`config.mk`:
```
export PLATFORM = sky130hd
export DESIGN_NAME = sd_cmd_phy
export DESIGN_NICKNAME = d
export VERILOG_FILES = /design/src/rtl/sd_cmd_phy.sv
export SDC_FILE = /design/constraint.sdc
export NUM_CORES = 1
export LEC_CHECK = 0
export ABC_AREA = 1
export CORE_UTILIZATION = 45
export CTS_CLUSTER_DIAMETER = 80
export DETAILED_ROUTE_END_ITERATION = 8
export PLACE_DENSITY = 0.73
export SLEW_MARGIN = 20
export SYNTH_ARGS = -nofsm -noshare
export SYNTH_HDL_FRONTEND = slang
export SYNTH_SLANG_ARGS = --single-unit
export TNS_END_PERCENT = 5
```
`constraint.sdc`:
```
create_clock -name clock -period 4.44 [get_ports clock]
set_input_delay 0.666 -clock clock [delete_from_list [all_inputs] [get_ports clock]]
set_output_delay 0.666 -clock clock [all_outputs]
set_load 0.05 [all_outputs]
```
`src/rtl/sd_cmd_phy.sv`:
```
// sd_cmd_phy: SD host CMD-line PHY; sends 48-bit command tokens and receives 48/136-bit responses.
// Optional macro SD_CMD_PHY_CRC_CHECK_EN enables response CRC7 checking (crc_error is 0 otherwise).
module sd_cmd_phy #(
    parameter int TIMEOUT_CYCLES = 64
) (
    input  logic         clock,
    input  logic         reset,
    input  logic         strobe_in,
    input  logic [39:0]  cmd_in,
    input  logic         ack_in,
    input  logic         cmd_pin_in,
    output logic         cmd_pin_out,
    output logic         cmd_oe,
    output logic         strobe_out,
    output logic         ack_out,
    output logic [135:0] response,
    output logic         timeout,
    output logic         crc_error
);
    typedef enum logic [2:0] {IDLE, TX, WAIT_RESP, RX, RESP_VALID, DONE} state_t;
    typedef enum logic [1:0] {RESP_NONE, RESP_SHORT, RESP_R3, RESP_LONG} resp_kind_t;

    localparam int CNT_W = $clog2(TIMEOUT_CYCLES + 1);

    state_t             state;
    state_t             next_state;
    resp_kind_t         resp_kind;
    logic               strobe_prev;
    logic [47:0]        tx_shift;
    logic [7:0]         bit_cnt;
    logic [CNT_W-1:0]   wait_cnt;
    logic               start_edge;
    logic               abort;
    logic               tx_last;
    logic               rx_last;
    logic               wait_expire;
    logic [135:0]       rx_frame;
    logic               rx_crc_bad;

    function automatic logic [6:0] crc7_step(input logic [6:0] crc, input logic din);
        logic fb;
        fb = din ^ crc[6];
        return {crc[5:0], 1'b0} ^ (fb ? 7'h09 : 7'h00);
    endfunction

    function automatic logic [6:0] crc7_40(input logic [39:0] data);
        logic [6:0] crc;
        crc = '0;
        for (int i = 39; i >= 0; i--) crc = crc7_step(crc, data[i]);
        return crc;
    endfunction

    function automatic resp_kind_t classify(input logic [5:0] idx);
        case (idx)
            6'd0, 6'd4, 6'd15: return RESP_NONE;
            6'd2, 6'd9, 6'd10: return RESP_LONG;
            6'd41:             return RESP_R3;
            default:           return RESP_SHORT;
        endcase
    endfunction

    assign start_edge  = strobe_in & ~strobe_prev;
    assign abort       = ~strobe_in;
    assign tx_last     = (bit_cnt == 8'd47);
    assign rx_last     = (resp_kind == RESP_LONG) ? (bit_cnt == 8'd135) : (bit_cnt == 8'd47);
    assign wait_expire = cmd_pin_in && (wait_cnt == CNT_W'(TIMEOUT_CYCLES - 1));
    assign rx_frame    = {response[134:0], cmd_pin_in};

`ifdef SD_CMD_PHY_CRC_CHECK_EN
    function automatic logic [6:0] crc7_120(input logic [119:0] data);
        logic [6:0] crc;
        crc = '0;
        for (int i = 119; i >= 0; i--) crc = crc7_step(crc, data[i]);
        return crc;
    endfunction

    // Long responses exclude the start/transmit/reserved byte; R3 carries no valid CRC.
    always_comb begin
        rx_crc_bad = 1'b0;
        case (resp_kind)
            RESP_LONG:  rx_crc_bad = (crc7_120(rx_frame[127:8]) != rx_frame[7:1]);
            RESP_SHORT: rx_crc_bad = (crc7_40(rx_frame[47:8]) != rx_frame[7:1]);
            default:    rx_crc_bad = 1'b0;
        endcase
    end
`else
    assign rx_crc_bad = 1'b0;
`endif

    always_ff @(posedge clock or negedge reset) begin
        if (!reset) state <= IDLE;
        else        state <= next_state;
    end

    // A low strobe_in during an active phase means the controller gave up; abort wins over everything.
    always_comb begin
        next_state = state;
        case (state)
            IDLE:       if (start_edge) next_state = TX;
            TX: begin
                if (abort)        next_state = IDLE;
                else if (tx_last) next_state = (resp_kind == RESP_NONE) ? RESP_VALID : WAIT_RESP;
            end
            WAIT_RESP: begin
                if (abort)            next_state = IDLE;
                else if (!cmd_pin_in) next_state = RX;
                else if (wait_expire) next_state = IDLE;
            end
            RX: begin
                if (abort)        next_state = IDLE;
                else if (rx_last) next_state = RESP_VALID;
            end
            RESP_VALID: if (ack_in) next_state = DONE;
            DONE:       next_state = IDLE;
            default:    next_state = IDLE;
        endcase
    end

    always_comb begin
        cmd_oe      = (state == TX);
        cmd_pin_out = (state == TX) ? tx_shift[47] : 1'b1;
        strobe_out  = (state == RESP_VALID);
        ack_out     = (state == DONE);
    end

    // strobe_prev resets high so a strobe already asserted across reset release is not taken as a new command.
    always_ff @(posedge clock or negedge reset) begin
        if (!reset) begin
            strobe_prev <= 1'b1;
            tx_shift    <= '0;
            bit_cnt     <= '0;
            wait_cnt    <= '0;
            resp_kind   <= RESP_NONE;
            response    <= '0;
            timeout     <= 1'b0;
            crc_error   <= 1'b0;
        end else begin
            strobe_prev <= strobe_in;
            timeout     <= 1'b0;
            case (state)
                IDLE: begin
                    if (start_edge) begin
                        tx_shift  <= {cmd_in, crc7_40(cmd_in), 1'b1};
                        bit_cnt   <= '0;
                        resp_kind <= classify(cmd_in[37:32]);
                        response  <= '0;
                        crc_error <= 1'b0;
                    end
                end
                TX: begin
                    tx_shift <= {tx_shift[46:0], 1'b1};
                    bit_cnt  <= bit_cnt + 8'd1;
                    wait_cnt <= '0;
                end
                WAIT_RESP: begin
                    if (!abort) begin
                        if (!cmd_pin_in) begin
                            response <= rx_frame;
                            bit_cnt  <= 8'd1;
                        end else begin
                            wait_cnt <= wait_cnt + CNT_W'(1);
                            timeout  <= wait_expire;
                        end
                    end
                end
                RX: begin
                    response <= rx_frame;
                    bit_cnt  <= bit_cnt + 8'd1;
                    if (rx_last) crc_error <= rx_crc_bad;
                end
                default: ;
            endcase
        end
    end
endmodule

```
=== Word-level counts from Yosys, hierarchy flattened ===
Index checks and enable logic that the tools add are counted.

* Register bits: 207
* Input bits: 45
* Output and inout port bits: 142

* Add/subtract/negate cells: 2
* Eq/ne operators: 24
* Multiplexer cells: 73
* Bitwise logic cells: 80
* Reduce and logical (&&, ||, !) cells: 19

{| class="wikitable"
|+ Operators with widths
! operator !! count
|-
| 2-to-1 mux 136 bit || 3
|-
| one-hot mux 136 bit (3 select lines) || 1
|-
| XOR 7 x 4 -> 7 bit || 37
|-
| 2-to-1 mux 4 bit || 40
|-
| one-hot mux 48 bit (2 select lines) || 1
|-
| 2-to-1 mux 48 bit || 1
|-
| XOR 1 bit || 36
|-
| 2-to-1 mux 3 bit || 10
|-
| 2-to-1 mux 8 bit || 3
|-
| one-hot mux 8 bit (3 select lines) || 1
|-
| == test 6 x 4 -> 1 bit (second input constant) || 3
|-
| one-hot mux 3 bit (5 select lines) || 1
|-
| 2-to-1 mux 7 bit || 2
|-
| one-hot mux 7 bit (2 select lines) || 1
|-
| != test 2 bit (second input constant) || 6
|-
| adder 8 x 1 -> 8 bit (second input constant) || 1
|-
| == test 8 x 6 -> 1 bit (second input constant) || 1
|-
| == test 8 bit (second input constant) || 1
|-
| AND reduction 4 bit || 2
|-
| adder 7 x 1 -> 7 bit (second input constant) || 1
|-
| == test 7 x 6 -> 1 bit (second input constant) || 1
|-
| 2-to-1 mux 1 bit || 7
|-
| == test 3 x 2 -> 1 bit (second input constant) || 2
|-
| == test 3 bit (second input constant) || 2
|-
| 26 further kinds || 34
|}

=== Depth between registers and ports, before layout ===
Gate-level depths: netlist of the first run.

* Depth after elaboration: 115
* Mapped depth: 28
* Depth with buffers taken out: 28

=== Least setup slack after synthesis of the first run ===
No wires, ideal clock.

* Path kind: input -> register
* Start: input port cmd_in[36]
* End: register tx_shift[5]
* Library setup time: 0.117 ns
* Data arrival time: 2.562 ns
* Setup slack: 1.761 ns
* Stages on the path: 25
* Path buffers: 1
* Cell sequence: buf_2 > inv_2 > nand2_1 > nand3_1 > nand2_1 > nand2_2 > nand2_2 > nand2_1 > nand2_2 > nand2_1 > nand2_4 > nand2_2 > nand2_2 > nand3_1 > nand2_2 > xor2_1 > inv_1 > nand2_1 > nand2_2 > inv_2 > nand2_2 > nand2_2 > nand2_1 > nand3_1 > nand2_1

* Longest elaborated chain between the ends: 57

{| class="wikitable"
|+ RTL lines
! element !! line !! text
|-
| start: declaration || 9 || <nowiki>input logic [39:0] cmd_in,</nowiki>
|-
| XOR 1 bit * || 42 || <nowiki>fb = din ^ crc[6];</nowiki>
|-
| 2-to-1 mux 4 bit * || 43 || <nowiki>return {crc[5:0], 1'b0} ^ (fb ? 7'h09 : 7'h00);</nowiki>
|-
| XOR 7 x 4 -> 7 bit * (4 in a row) || 43 ||
|-
| XOR 1 bit or XOR 7 x 4 -> 7 bit (tied branches) || 42, 43 ||
|-
| 2-to-1 mux 4 bit or XOR 7 x 4 -> 7 bit (tied branches) || 43 ||
|-
| XOR 7 x 4 -> 7 bit * (4 in a row) || 43 ||
|-
| XOR 1 bit or XOR 7 x 4 -> 7 bit (tied branches) || 42, 43 ||
|-
| 2-to-1 mux 4 bit or XOR 7 x 4 -> 7 bit (tied branches) || 43 ||
|-
| [28 not listed] || -- ||
|-
| XOR 1 bit or XOR 7 x 4 -> 7 bit (tied branches) || 42, 43 ||
|-
| 2-to-1 mux 4 bit or XOR 7 x 4 -> 7 bit (tied branches) || 43 ||
|-
| XOR 7 x 4 -> 7 bit * (4 in a row) || 43 ||
|-
| XOR 1 bit or XOR 7 x 4 -> 7 bit (tied branches) || 42, 43 ||
|-
| 2-to-1 mux 4 bit or XOR 7 x 4 -> 7 bit (tied branches) || 43 ||
|-
| XOR 7 x 4 -> 7 bit * (5 in a row) || 43 ||
|-
| 2-to-1 mux 48 bit * || 142 || <nowiki>if (start_edge) begin</nowiki>
|-
| one-hot mux 48 bit (2 select lines) * || 140 || <nowiki>case (state)</nowiki>
|-
| end signal: assignment || 143 || <nowiki>tx_shift <= {cmd_in, crc7_40(cmd_in), 1'b1};</nowiki>
|-
| end signal: assignment || 151 || <nowiki>tx_shift <= {tx_shift[46:0], 1'b1};</nowiki>
|-
| end: declaration || 29 || <nowiki>logic [47:0] tx_shift;</nowiki>
|}

Mark *: on every way between the ends. The rest lies on a longest branch, timed or not. The select of a mux whose other input is x is not followed.
A chain may end at the register's enable or synchronous reset.

=== Final worst setup path of the first run ===
* Start: register state[0]
* End: output port cmd_pin_out

* Longest elaborated chain between the ends: 2

{| class="wikitable"
|+ RTL lines
! element !! line !! text
|-
| start: declaration || 25 || <nowiki>state_t state;</nowiki>
|-
| start signal: assignment || 92 || <nowiki>else state <= next_state;</nowiki>
|-
| == test 3 x 1 -> 1 bit || 121 || <nowiki>cmd_pin_out = (state == TX) ? tx_shift[47] : 1'b1;</nowiki>
|-
| 2-to-1 mux 1 bit || 121 ||
|-
| end: declaration || 12 || <nowiki>output logic cmd_pin_out,</nowiki>
|}

No other way between the ends.

==> impl_results.md, run 1 <==
* Main combinational cell family by area after synthesis: simple AND/OR/NAND/NOR gates
* Final WL at between 20 and 25 mm
* Longest Clk Path Bufs at 3
* # placed instances at 1693
* IO Port Bufs at between 150 and 200
* Min Hold Slack at 0.2976 ns
* Max-slew violations at 0
* Setup tns final at 0 ns
* Power Total at 7.008 mW
* Layout cells sized above 1 at 0.08179
* First-pass GRT wire length at 41.17 mm
* Sink Count at just over 200
* Vias per cell at 5.162
* Post-Synth Adder-Cell Area at 0.002459
* Placed inst area at 0.01229 mm2
* H-tree levels at 1
* Top cells by area, synth: dfrtp_1 50%, nand3_1 9.8%, nand2_1 8.6%
* Status: finished, violations left
* Pwr dens at ~530 mW/mm2
* DRC at 24
* GRT overflow at 0
* Data arrival, critical path at 2.88 ns
* Initial antenna violation count at 0
* F_max at around 0.28 GHz
* Syn_area_per_cell at 7.970 um2
* Most used DFF post-synth: dfrtp_1
* Vias in the first global route at 8391
* Critical path type: flip-flop to output pin
* # hold bufs at CTS at 0
* Hold Vio Cnt, Final at 0
* Complex-gate fraction of the synthesized area at 0.1266
* Maxcap violations at 0
* Total Nets Final at 1486
* Hpwl dp at around 17 mm
* Synth Register Bits at 206
* Leading area contributor after synthesis: dfrtp_1
* Wire per inst at roughly 14 um
* Top-area cell type share of the netlist area at 0.5041
* Synth async-reset ratio at 1.000
* Slew headroom at 0.2728
* Root Driver: clkbuf_16
* Crit path max fanout at 24
* Multiplexer area fraction after synthesis at 0
* CP required at 3.77 ns
* Setup Fix Bufs, Post-CTS at 0
* Largest net degree at the start of global routing at approximately 120
* Type of destination of the critical path: output pin
* Fin cells at roughly 1700
* Skew final at 0.01230 ns
* Sequential share of the synthesized area at 0.5066
* Clock-pin slew on the worst setup and hold paths at 0.06 ns
* All-Layer GR Usage at 0.2128
* Mapped Cells at about 1300
* CP startpoint kind: flip-flop
* Most frequent cells in the layout: 232 x nand2_1, 220 x inv_1, 205 x dfrtp_1
* Most common cell after layout, fill and taps aside: nand2_1
* Row cnt at 54
* Ant. Diodes at 0
* Core area at 0.02203 mm2
* CTS tree: built
* Initial Utilization at 0.4621
* Hold WC Path Type: primary input to async pin
* Horiz. Die Dim at 152.4 um
* Area growth syn-to-layout at 29.49%
* Die area at 0.02322 mm2
* Via count at 8956
* Net Count, Synth at 1324
* RSZ-0062 raised after global routing: false
* Clock Latency Late Sink at 0.50 ns
* Cell Area, Synth at 0.01018 mm2
* Failing checks: design-rule violations
* Clock buffer count from CTS at 24
* Post-Synth XOR/XNOR Area at 0.01463
* Leak at 5.963 nW
* Final setup violation count at 0
* CTS resizes at 0
* Post-Layout Inst Area at 0.01318 mm2
* Post-synth EDFFs at 0
* Post-route ant nets at 0
* Post-Synth Simple-Gate Area at 0.2365
* Worst slew pin tran at 1.091 ns
* DRT Pass-1 Iters at 9
* I/O pins at 187
* Unique masters post-synth at between 40 and 50
* Iteration-0 DRC Markers at 525
* Clock period minus worst slack at 3.546 ns
* Worst vdd ir at 0.3448 mV
* Fin crit share at 0.7987
* Die H at 152.4 um
* Yosys warnings at 0
* Final GP Congestion at 0.8618
power breakdown:
group          internal [mW]  switching, mW  total (mW)
Combinational          0.764           1.78        2.54
Clock                   1.44          0.745        2.19
Sequential              2.13          0.144        2.28
Total                   4.34           2.67        7.01
synth_stat cells (2+ instances only):
cell type    n
nor4_1       3
nand2_4      2
o21ai_0    148
nand2_1    232
dfrtp_1    205
clkbuf_1    43
ha_1         2
a22oi_1     17
nand2_2     36
a31oi_1      2
inv_1      220
xor2_1       4
o211ai_1     3
a221oi_1    11
buf_2       17
nor3_1      12
clkinv_1     2
o21bai_1     2
nand3_2      3
a21oi_1     22
nand3_1    199
o22ai_1     17
nor2_1      32
nand4_1      6
inv_2       15
or2_2        2
o221ai_1     2
xnor2_1      3
xnor2_2      2
layout make-up:
type | count | area, um2
clock buffers | 35 | 703.2
clock inverters | 7 | 188.9
fillers | 1917 | 8847
inverters | 237 | 889.6
multi-input cells | 772 | 3900
flip-flops and latches | 206 | 5156
well taps | 280 | 350.3
repair buffers | 198 | 1991
logic make-up after synthesis:
logic type / Yosys count
adders and majority gates: 2
AOI/OAI and AO/OA: 229
other: 1
DFF: 206
and+or+nand+nor: 529
xor gates and xnor gates: 11
buffers and inverters: 299
state kept, by name, indices dropped and copies added, names as in the netlist:
signal	cells
state	3
bit_cnt	8
strobe_prev	1
resp_kind	2
response	136
wait_cnt	7
tx_shift	48
timeout	1
worst max-delay path, cell delays in order (launching register included):
cell             delay [ns]
dfrtp_1                0.49
nand2_1                0.17
nor2_2                 0.05
inv_1                  0.64
or2_2                  0.23
clkdlybuf4s50_1        0.79
stage by stage:
stage | setup WS (ns) | util
final | 0.8936 | 0.5983
after global routing | 0.8225 | 0.5983
after CTS | 0.8640 | 0.5983
after detailed placement | 0.7810 | 0.5578
after global placement | 0.8304 | 0.5578
after floorplan | 1.761 | -
path summary, 6_finish.rpt:
kind | end | depth (start not counted) | slack [ns] | from
worst max-delay path | cmd_pin_out | 5 | 0.89 | state[0]
worst min-delay path | response[87] | 1 | 0.30 | reset
worst max register to register | response[134] | 10 | 1.49 | state[1]
worst min register to register | tx_shift[0] | 2 | 0.45 | tx_shift[0]
max in group asynchronous | tx_shift[1] | 2 | 3.06 | reset
min in group clock | tx_shift[0] | 2 | 0.45 | tx_shift[0]
layer usage:
| metal | up-vias | wire length (um) | GRT usage |
|---|---|---|---|
| met5 | - | 0 | 0 |
| met4 | 0 | 346 | 0.04859 |
| met3 | 34 | 1898 | 0.02816 |
| met2 | 288 | 11350 | 0.3513 |
| met1 | 4178 | 10940 | 0.2984 |
| li1 | 4456 | - | - |
Note: power is estimated with default switching activity, not from simulation.
==> run 2: changes to the inputs <==
- PLACE_DENSITY: 0.73 -> 0.76
- clock period: 4.44 -> 2.9 ns (I/O delays scaled with it)
==> run 2 against run 1 <==
  * The run ends with design-rule violations, negative hold slack left
  * Critical path depth decreased by 1
  * Non-clock buffer count is 27 higher
  * Cell count up 1.5%
==> impl_results.md, run 2 (synthesized netlist as in run 1, its figures left out) <==
* Max-slew violations at 0 (unchanged)
* Most common cell after layout, fill and taps aside: nand2_1
* Via count at 9212 (+2.9%)
* Final worst slack at 0.1548 ns (-0.7389 ns)
* Top reg by flops: response
* Die H at 152.4 um (unchanged)
* Crit-path slowest cell: clkdlybuf4s50_1
* Cell internal pwr at 6.240 mW (+44%)
* Core area at 0.02203 mm2 (unchanged)
* Clock period minus worst slack at 2.745 ns
* Clock Latency Late Sink at 0.49 ns (about the same)
* I/O pins at 187 (unchanged)
* Largest net degree at the start of global routing at 82 (-32%)
* Type of destination of the critical path: output pin
* R2r setup slk at 0.54 ns (-0.95 ns)
* Worst path cell trace: nor2_1, inv_1, nor2_1, clkdlybuf4s50_1
* Clock buffer count from CTS at 23 (-4.2%)
* Worst slew pin tran at 0.7661 ns (-0.3248 ns)
* Row cnt at 54 (unchanged)
* Share of power burned in registers at 0.338 (+0.013)
* Sw frac at 0.3965 (+0.01573)
* Slew headroom at 0.4893 (+0.2165)
* Psw at 4.099 mW (+54%)
* DRT Pass-1 Iters at 9 (unchanged)
* Most frequent cells in the layout: 231 x nand2_1, 220 x inv_1, 205 x dfrtp_1
* Leak at 6.132 nW (+2.8%)
* Ant. Diodes at 0 (unchanged)
* Fin cells at 1761 (+1.5%)
* RR Endpoint: response[10]
* IO Port Bufs at 185 (unchanged)
* Reg2Reg Depth at 6 (-4)
* Initial Utilization at 0.4621 (unchanged)
* Iteration-0 DRC Markers at 652 (+24%)
* Max incr delay on CP at 0.83 ns (+0.04 ns)
* Total Nets Final at 1512 (+1.7%)
* Reg2reg start: state[1]
* Vias per cell at 5.231 (+1.3%)
* Hold WC Path Type: primary input to async pin
* Power Total at 10.34 mW (+48%)
* Combinational power share at 0.396 (+0.033)
* Failing checks: design-rule violations, negative hold slack
* Min Hold Slack at -0.02715 ns (-0.3248 ns)
* Final GP Congestion at 0.9035 (+4.8%)
* Sink Count at 206 (unchanged)
* Root Driver: clkbuf_16
* H-tree levels at 1 (unchanged)
* Longest Clk Path Bufs at 3 (unchanged)
* Pre-CTS setup slack at -0.3845 ns (-1.165 ns)
* Pwr dens at 777.3 mW/mm2 (+46%)
* Data arrival, critical path at 2.31 ns (-0.57 ns)
* All-Layer GR Usage at 0.2181 (+0.005286)
* CP startpoint kind: flip-flop
* F_max at 0.3643 GHz
* Post-route ant nets at 0 (unchanged)
* CP required at 2.47 ns (-1.30 ns)
* Final setup violation count at 0 (unchanged)
* Crit path max fanout at 8 (-67%)
* CTS tree: built
* Setup tns final at 0 ns (unchanged)
* Vias in the first global route at 8523 (+1.6%)
* Critical path type: flip-flop to output pin
* Top flop regs: response x136, tx_shift x48, bit_cnt x8
* # placed instances at 1720 (+1.6%)
* Layout cells sized above 1 at 0.1020 (+0.02017)
* Crit path from: state[0]
* Horiz. Die Dim at 152.4 um (unchanged)
* Wire per inst at 14.25 um (+0.73%)
* Status: finished, violations left
* Area growth syn-to-layout at 30.70%
* Clock-pin slew on the worst setup and hold paths at 0.06 ns (about the same)
* Crit path top cell by count: nor2_1
* RSZ-0062 raised after global routing: false
* CP endpoint: strobe_out
* Skew final at 0.01372 ns (+0.001426 ns)
* Worst vdd ir at 0.7339 mV (+110%)
* Maxcap violations at 0 (unchanged)
* DRC at 24 (unchanged)
* Hold Vio Cnt, Final at 11 (+11)
* # hold bufs at CTS at 0 (unchanged)
* Clk network pwr share at 0.266 (-0.046)
* Final WL at 25.09 mm (+2.2%)
* CTS resizes at 0 (unchanged)
* Initial antenna violation count at 0 (unchanged)
* Fin crit share at 0.9466
* Setup Fix Bufs, Post-CTS at 0 (unchanged)
* Hpwl dp at 17.68 mm (+3.6%)
* GRT overflow at 0 (unchanged)
* First-pass GRT wire length at 41.95 mm (+1.9%)
* Max FFs per register at 136 (unchanged)
* Die area at 0.02322 mm2 (unchanged)
==> run 2: worst min-delay path by stage <==
stage / depth (start not counted) / slack, ns / endpoint / startpoint
after global placement: 2 / 0.44 / tx_shift[0] / tx_shift[0]
after floorplan: 0 / 0.14 / bit_cnt[0] / reset
after global routing: 1 / 0.006 / response[32] / reset
final: 1 / -0.03 / response[31] / reset
after CTS: 1 / 0.0006 / response[29] / reset
after detailed placement: 2 / 0.45 / tx_shift[0] / tx_shift[0]
==> run 2: worst max-delay path: cells and delay by family (launching register included) <==
kind,cells,cell delay [ns]
buffers and inverters,2,0.92
and+or+nand+nor,2,0.40
DFF,1,0.49
==> run 2: power by group through the flow <==
stage	clock network, mW	registers [mW]	logic (mW)
finish	2.75	3.49	4.10
global placement	0	3.52	3.98
global route	2.94	3.53	4.57
CTS	2.82	3.49	4.09
floorplan	0	3.48	2.96
detailed placement	0	3.53	4.06
==> run 2: layout make-up <==
type	instances	area (um2)
Fill cell	1946	8725
Sequential cell	206	5156
Multi-Input combinational cell	772	3928
Timing Repair Buffer	225	2263
Inverter	237	889.6
Clock buffer	33	643.1
Tap cell	280	350.3
Clock inverter	8	71.32
==> run 2: stage by stage <==
step / utilization / cell area (um2)
3_3_place_gp: 0.5691 / 12530
2_1_floorplan: - / 10180
6_report: 0.6039 / 13300
5_1_grt: 0.6039 / 13300
3_5_place_dp: 0.5691 / 12530
4_1_cts: 0.6015 / 13250
==> run 2: metal layers <==
layer / global-route usage / wire length, um / vias to the layer above
met4: 0.03936 / 257 / 0
met3: 0.03100 / 1873 / 25
met2: 0.3614 / 11720 / 311
met1: 0.3074 / 11240 / 4361
met5: 0 / 0 / -
li1: - / - / 4515
==> run 3: changes to the inputs <==
- CTS_CLUSTER_SIZE: default -> 30
==> run 3 against run 2 <==
  * The flow finishes with violations (design-rule violations)
  * Clock skew grew 0.020 ns
  * Setup slack gained 0.026 ns
  * Non-clock buffer count grew 1
  * Wire length shrank 2.7%
  * Worst hold slack gained 0.33 ns
==> impl_results.md, run 3 (synthesized netlist as in run 1, its figures left out) <==
* Slew headroom at 0.4952 (+0.005892)
* Failing checks: design-rule violations
* Top reg by flops: response
* Iteration-0 DRC Markers at 611 (-6.3%)
* Fin cells at 1740 (-1.2%)
* Hpwl dp at 17.68 mm (unchanged)
* Data arrival, critical path at 2.28 ns (-0.03 ns)
* Most common cell after layout, fill and taps aside: nand2_1
* Psw at 3.979 mW (-2.9%)
* Crit path max fanout at 8 (unchanged)
* Sink Count at 206 (unchanged)
* Post-route ant nets at 0 (unchanged)
* GRT overflow at 0 (unchanged)
* Die area at 0.02322 mm2 (unchanged)
* Vias per cell at 5.218 (-0.25%)
* Hold WC Path Type: primary input to flip-flop
* Clock Latency Late Sink at 0.49 ns (about the same)
* Horiz. Die Dim at 152.4 um (unchanged)
* Clk network pwr share at 0.198 (-0.068)
* Post-layout util at 0.5896 (-0.01431)
* Core area at 0.02203 mm2 (unchanged)
* Wire per inst at 14.03 um (-1.5%)
* Via count at 9079 (-1.4%)
* Max-slew violations at 0 (unchanged)
* Pwr dens at 726.9 mW/mm2 (-6.5%)
* Most frequent cells in the layout: 231 x nand2_1, 220 x inv_1, 205 x dfrtp_1
* Worst vdd ir at 0.7909 mV (+7.8%)
* Status: finished, violations left
* Post-Layout Inst Area at 0.01299 mm2 (-2.4%)
* Maxcap violations at 0 (unchanged)
* Hold Vio Cnt, Final at 0 (-11)
* Cell internal pwr at 5.461 mW (-12%)
* Vias in the first global route at 8232 (-3.4%)
* Area growth syn-to-layout at 27.60%
* Largest net degree at the start of global routing at 82 (unchanged)
* Total Nets Final at 1503 (-0.60%)
* Placed inst area at 0.01253 mm2 (unchanged)
* Skew final at 0.03373 ns (+0.02001 ns)
* Clock period minus worst slack at 2.719 ns (-0.02637 ns)
* Worst slew pin tran at 0.7572 ns (-0.008839 ns)
* CTS tree: built
* RSZ-0062 raised after global routing: false
* DRC at 24 (unchanged)
* Setup Fix Bufs, Post-CTS at 0 (unchanged)
* Initial Utilization at 0.4621 (unchanged)
* Row cnt at 54 (unchanged)
* I/O pins at 187 (unchanged)
* CP startpoint kind: flip-flop
* Leak at 5.974 nW (-2.6%)
* Top flop regs: response x136, tx_shift x48, bit_cnt x8
* CP required at 2.47 ns (about the same)
* H-tree levels at 1 (unchanged)
* Final GP Congestion at 0.9035 (unchanged)
* Die H at 152.4 um (unchanged)
* DRT Pass-1 Iters at 9 (unchanged)
* Final setup violation count at 0 (unchanged)
* Final WL at 24.41 mm (-2.7%)
* Share of power burned in registers at 0.369 (+0.031)
* Clock-pin slew on the worst setup and hold paths at 0.08 ns (+0.02 ns)
* # placed instances at 1720 (unchanged)
* First-pass GRT wire length at 40.95 mm (-2.4%)
* All-Layer GR Usage at 0.2130 (-0.005077)
* Ant. Diodes at 0 (unchanged)
* IO Port Bufs at 185 (unchanged)
* Fin crit share at 0.9375 (-0.009094)
* Hold Crit Depth at 3
* FILL cells at 1971 (+1.3%)
* Initial antenna violation count at 0 (unchanged)
* Layout cells sized above 1 at 0.09315 (-0.008807)
* F_max at 0.3678 GHz (+0.97%)
* Sw frac at 0.4215 (+0.02507)
* Max FFs per register at 136 (unchanged)
* Longest Clk Path Bufs at 3 (unchanged)
* Type of destination of the critical path: output pin
* Root Driver: clkbuf_16
* Clock buffer count from CTS at 13 (-43%)
* Combinational power share at 0.433 (+0.037)
* Reg2Reg Depth at 6 (unchanged)
* Critical path type: flip-flop to output pin
[run 3: cell types whose count changed in the layout (fill, tap and decap cells not counted), sizes merged]
cell           delta
bufinv            -1
clkbuf           -20
clkdlybuf4s50     -1
clkinv            -5
clkinvlp          +2
dlygate4sd3       +1
dlymetal6s2s      +1
inv               +2
[run 3: area by class of cell]
class / count / area (um2) / area share
Clock buffer: 13 / 325.3 / 0.02505
Clock inverter: 6 / 61.31 / 0.004721
Inverter: 237 / 889.6 / 0.06850
Multi-Input combinational cell: 772 / 3928 / 0.3024
Sequential cell: 206 / 5156 / 0.3971
Tap cell: 280 / 350.3 / 0.02698
Timing Repair Buffer: 226 / 2276 / 0.1753
[run 3: power by group through the flow]
stage | combinational, mW | sequential [mW] | clock [mW]
2_1_floorplan | 2.96 | 3.48 | 0
3_3_place_gp | 3.98 | 3.52 | 0
3_5_place_dp | 4.06 | 3.53 | 0
4_1_cts | 4.08 | 3.48 | 1.93
5_1_grt | 4.56 | 3.52 | 2.02
6_report | 4.08 | 3.48 | 1.87
[run 3: repair_timing]
| item | 4_1_cts | 5_1_grt |
|---|---|---|
| resized for setup | 0 | 16 |
| hold endpoints to repair | 3 | 0 |
| setup endpoints to repair | 0 | 7 |
| hold buffers | 1 | 0 |
[run 3: final timing paths]
check                      slack (ns)      endpoint         from
min reg2reg                      0.48   tx_shift[0]  tx_shift[0]
max in group asynchronous        1.54   strobe_prev        reset
min                              0.31  tx_shift[38]   cmd_in[30]
max                              0.18    strobe_out     state[0]
min in group asynchronous        0.53  response[29]        reset
max reg2reg                      0.60  response[10]     state[1]
[run 3: worst max-delay path, stage by stage, from the launching register on]
cell and delay [ns]:
dfrtp_1 0.49, nor2_1 0.23, inv_1 0.09, nor2_1 0.17, clkdlybuf4s50_1 0.83
[run 3: stage by stage]
step | total power [mW] | worst slack, ns | setup TNS (ns) | hold WS [ns]
3_3_place_gp | 7.503 | -0.3523 | -2.012 | 0.4354
4_1_cts | 9.492 | 0.08827 | 0 | 0.4847
6_report | 9.440 | 0.1811 | 0 | 0.3050
2_1_floorplan | 6.442 | 0.4516 | 0 | 0.1394
5_1_grt | 10.10 | 0.02929 | 0 | 0.3514
3_5_place_dp | 7.589 | -0.3845 | -2.302 | 0.4486
[run 3: routing by layer]
layer,part of all wire,global-route usage,up-vias
met3,0.066,0.02531,17
met4,0.012,0.03450,0
met2,0.47,0.3491,293
li1,-,-,4478
met5,0,0,-
met1,0.46,0.3084,4291
==> variant (flow settings as in run 2) <==
The 4 values of `resp_kind_t` get a one-hot encoding in 4 bits.
--- a/src/rtl/sd_cmd_phy.sv
+++ b/src/rtl/sd_cmd_phy.sv
@@ -20,3 +20,3 @@
     typedef enum logic [2:0] {IDLE, TX, WAIT_RESP, RX, RESP_VALID, DONE} state_t;
-    typedef enum logic [1:0] {RESP_NONE, RESP_SHORT, RESP_R3, RESP_LONG} resp_kind_t;
+    typedef enum logic [3:0] {RESP_NONE = 4'b0001, RESP_SHORT = 4'b0010, RESP_R3 = 4'b0100, RESP_LONG = 4'b1000} resp_kind_t;
 
Function: no difference found for any inputs over 10 cycles, from zero or initial values and one cycle with reset low; not proved beyond that.
==> variant against run 2 <==
  * Cell area rose by 1.8%
  * Sequential cell count grew 2
  * Count of clock-buffer cells in the layout fell by 1
  * Routed wire length grew 0.73%
  * Area after synthesis increased by 0.89%
  * Worst setup slack better by 25 ps
  * Die area grew 0.87%
  * Clock power rose by 4%
  * Power up 3.1%
  * Critical path type is now in -> reg
==> variant: results <==
set metrics [dict create \
    crit-reg2reg-launch "state[2]$_DFFE_PN0P_" \
    placed_cells_incl_taps 1721 \
    dpl_cell_area_sq_mm 0.0127 \
    yosys_warnings 0 \
    met3WireLength_um 1590 \
    hold_end "tx_shift[37]$_DFFE_PN0P_" \
    grt_pass1_vias 8780 \
    wl_um 25300 \
    drt_iter0_markers 553 \
    synth_cell_type_count 44 \
    hp-class "in -> reg" \
    power_sequential_mw 3.52 \
    gr-usage-met1 0.302 \
    syn_inst 1272 \
    num_vias 9195 \
    outcome "complete, no violations" \
    fin_nets 1513 \
    grt.total_usage 0.219 \
    synthTopCellsByArea "dfrtp_1 (50%), nand3_1 (9.5%), inv_1 (8.2%)" \
    gp_congestion 0.859 \
    cts-root-buf "clkbuf_16" \
    dp_worst_setup_slack_ps -490 \
    dr.pass1.iters 5 \
    cpPeakStageDelay_ps 440 \
    grt_pass1_wl_um 42600 \
    wl_met2_um 11800 \
    fillerInstances 1891 \
    met1_length_um 11400 \
    ys_seq_area_frac 0.507 \
    met2_usage 0.366 \
    dp_hpwl_um 18000 \
    power.internal_mw 6.47 \
    grtUsageMet3 0.0323 \
    worstPathArrival_ps 3100 \
    wl_per_cell_um 14.3 \
    drive_gt1_frac 0.126 \
    peakVddDrop_mv 0.590 \
    hold_depth 4 \
    antenna_cells 0 \
    skew_ps 9.71 \
    maxUsedRoutingLayer "met4" \
    r2r_setup_slack_ps 650 \
    yosys-top-cells-count "inv_1 (224), dfrtp_1 (206), nand2_1 (200)" \
    r2r_cells 5 \
    grt_max_degree 80 \
    switching_share 0.393 \
    worstPathMaxFanout 4 \
    p_leak_nw 6.15 \
    worst_slew_pin_slew_ps 773 \
    hold-worst-slack_ps 388 \
    numCtsBuffers 22 \
    p_clk_mw 2.87 \
    top_regs "response x136, tx_shift x48, bit_cnt x8" \
]
-- variant: worst max-delay path by stage --
| stage | cells after the start | slack (ps) | to | from |
|---|---|---|---|---|
| 3_3_place_gp | 25 | -420 | tx_shift[5]$_DFFE_PN0P_ | cmd_in[39] |
| 5_1_grt | 23 | -50 | tx_shift[6]$_DFFE_PN0P_ | cmd_in[33] |
| 6_report | 23 | 180 | tx_shift[6]$_DFFE_PN0P_ | cmd_in[33] |
| 4_1_cts | 25 | 40 | tx_shift[5]$_DFFE_PN0P_ | cmd_in[39] |
| 3_5_place_dp | 25 | -490 | tx_shift[5]$_DFFE_PN0P_ | cmd_in[39] |
| 2_1_floorplan | 24 | 400 | tx_shift[5]$_DFFE_PN0P_ | cmd_in[36] |
-- variant: critical path, delay by kind of cell --
kind	cells	cell delay [ps]
AND/OR/NAND/NOR	18	1680
buffers and inverters	3	630
XOR/XNOR	2	360
-- variant: area by class of cell --
class                           count  area [sq um]  area share
Timing Repair Buffer              231          2310       0.171
Clock buffer                       32           659      0.0487
Tap cell                          280           350      0.0259
Multi-Input combinational cell    759          4010       0.296
Inverter                          244           916      0.0676
Clock inverter                      7          87.6     0.00647
Sequential cell                   208          5210       0.385
-- variant: kinds of logic (layout without fill, tap and decap cells) --
family / count (synthesis) / in the layout / share of synthesized area
buf+inv: 305 / 514 / 0.112
flops: 208 / 208 / 0.507
fa+ha+maj: 2 / 2 / 0.00244
xor+xnor: 10 / 10 / 0.0126
compound gates: 235 / 235 / 0.129
other cells: 1 / 1 / 0.000365
simple gates: 511 / 511 / 0.236
-- variant: timing repair --
action                     in CTS  in global routing
hold endpoints to repair       69                  0
hold buffers                    1                  0
resized for setup               0                 27
setup endpoints to repair       0                  8
buffers inserted                0                  0
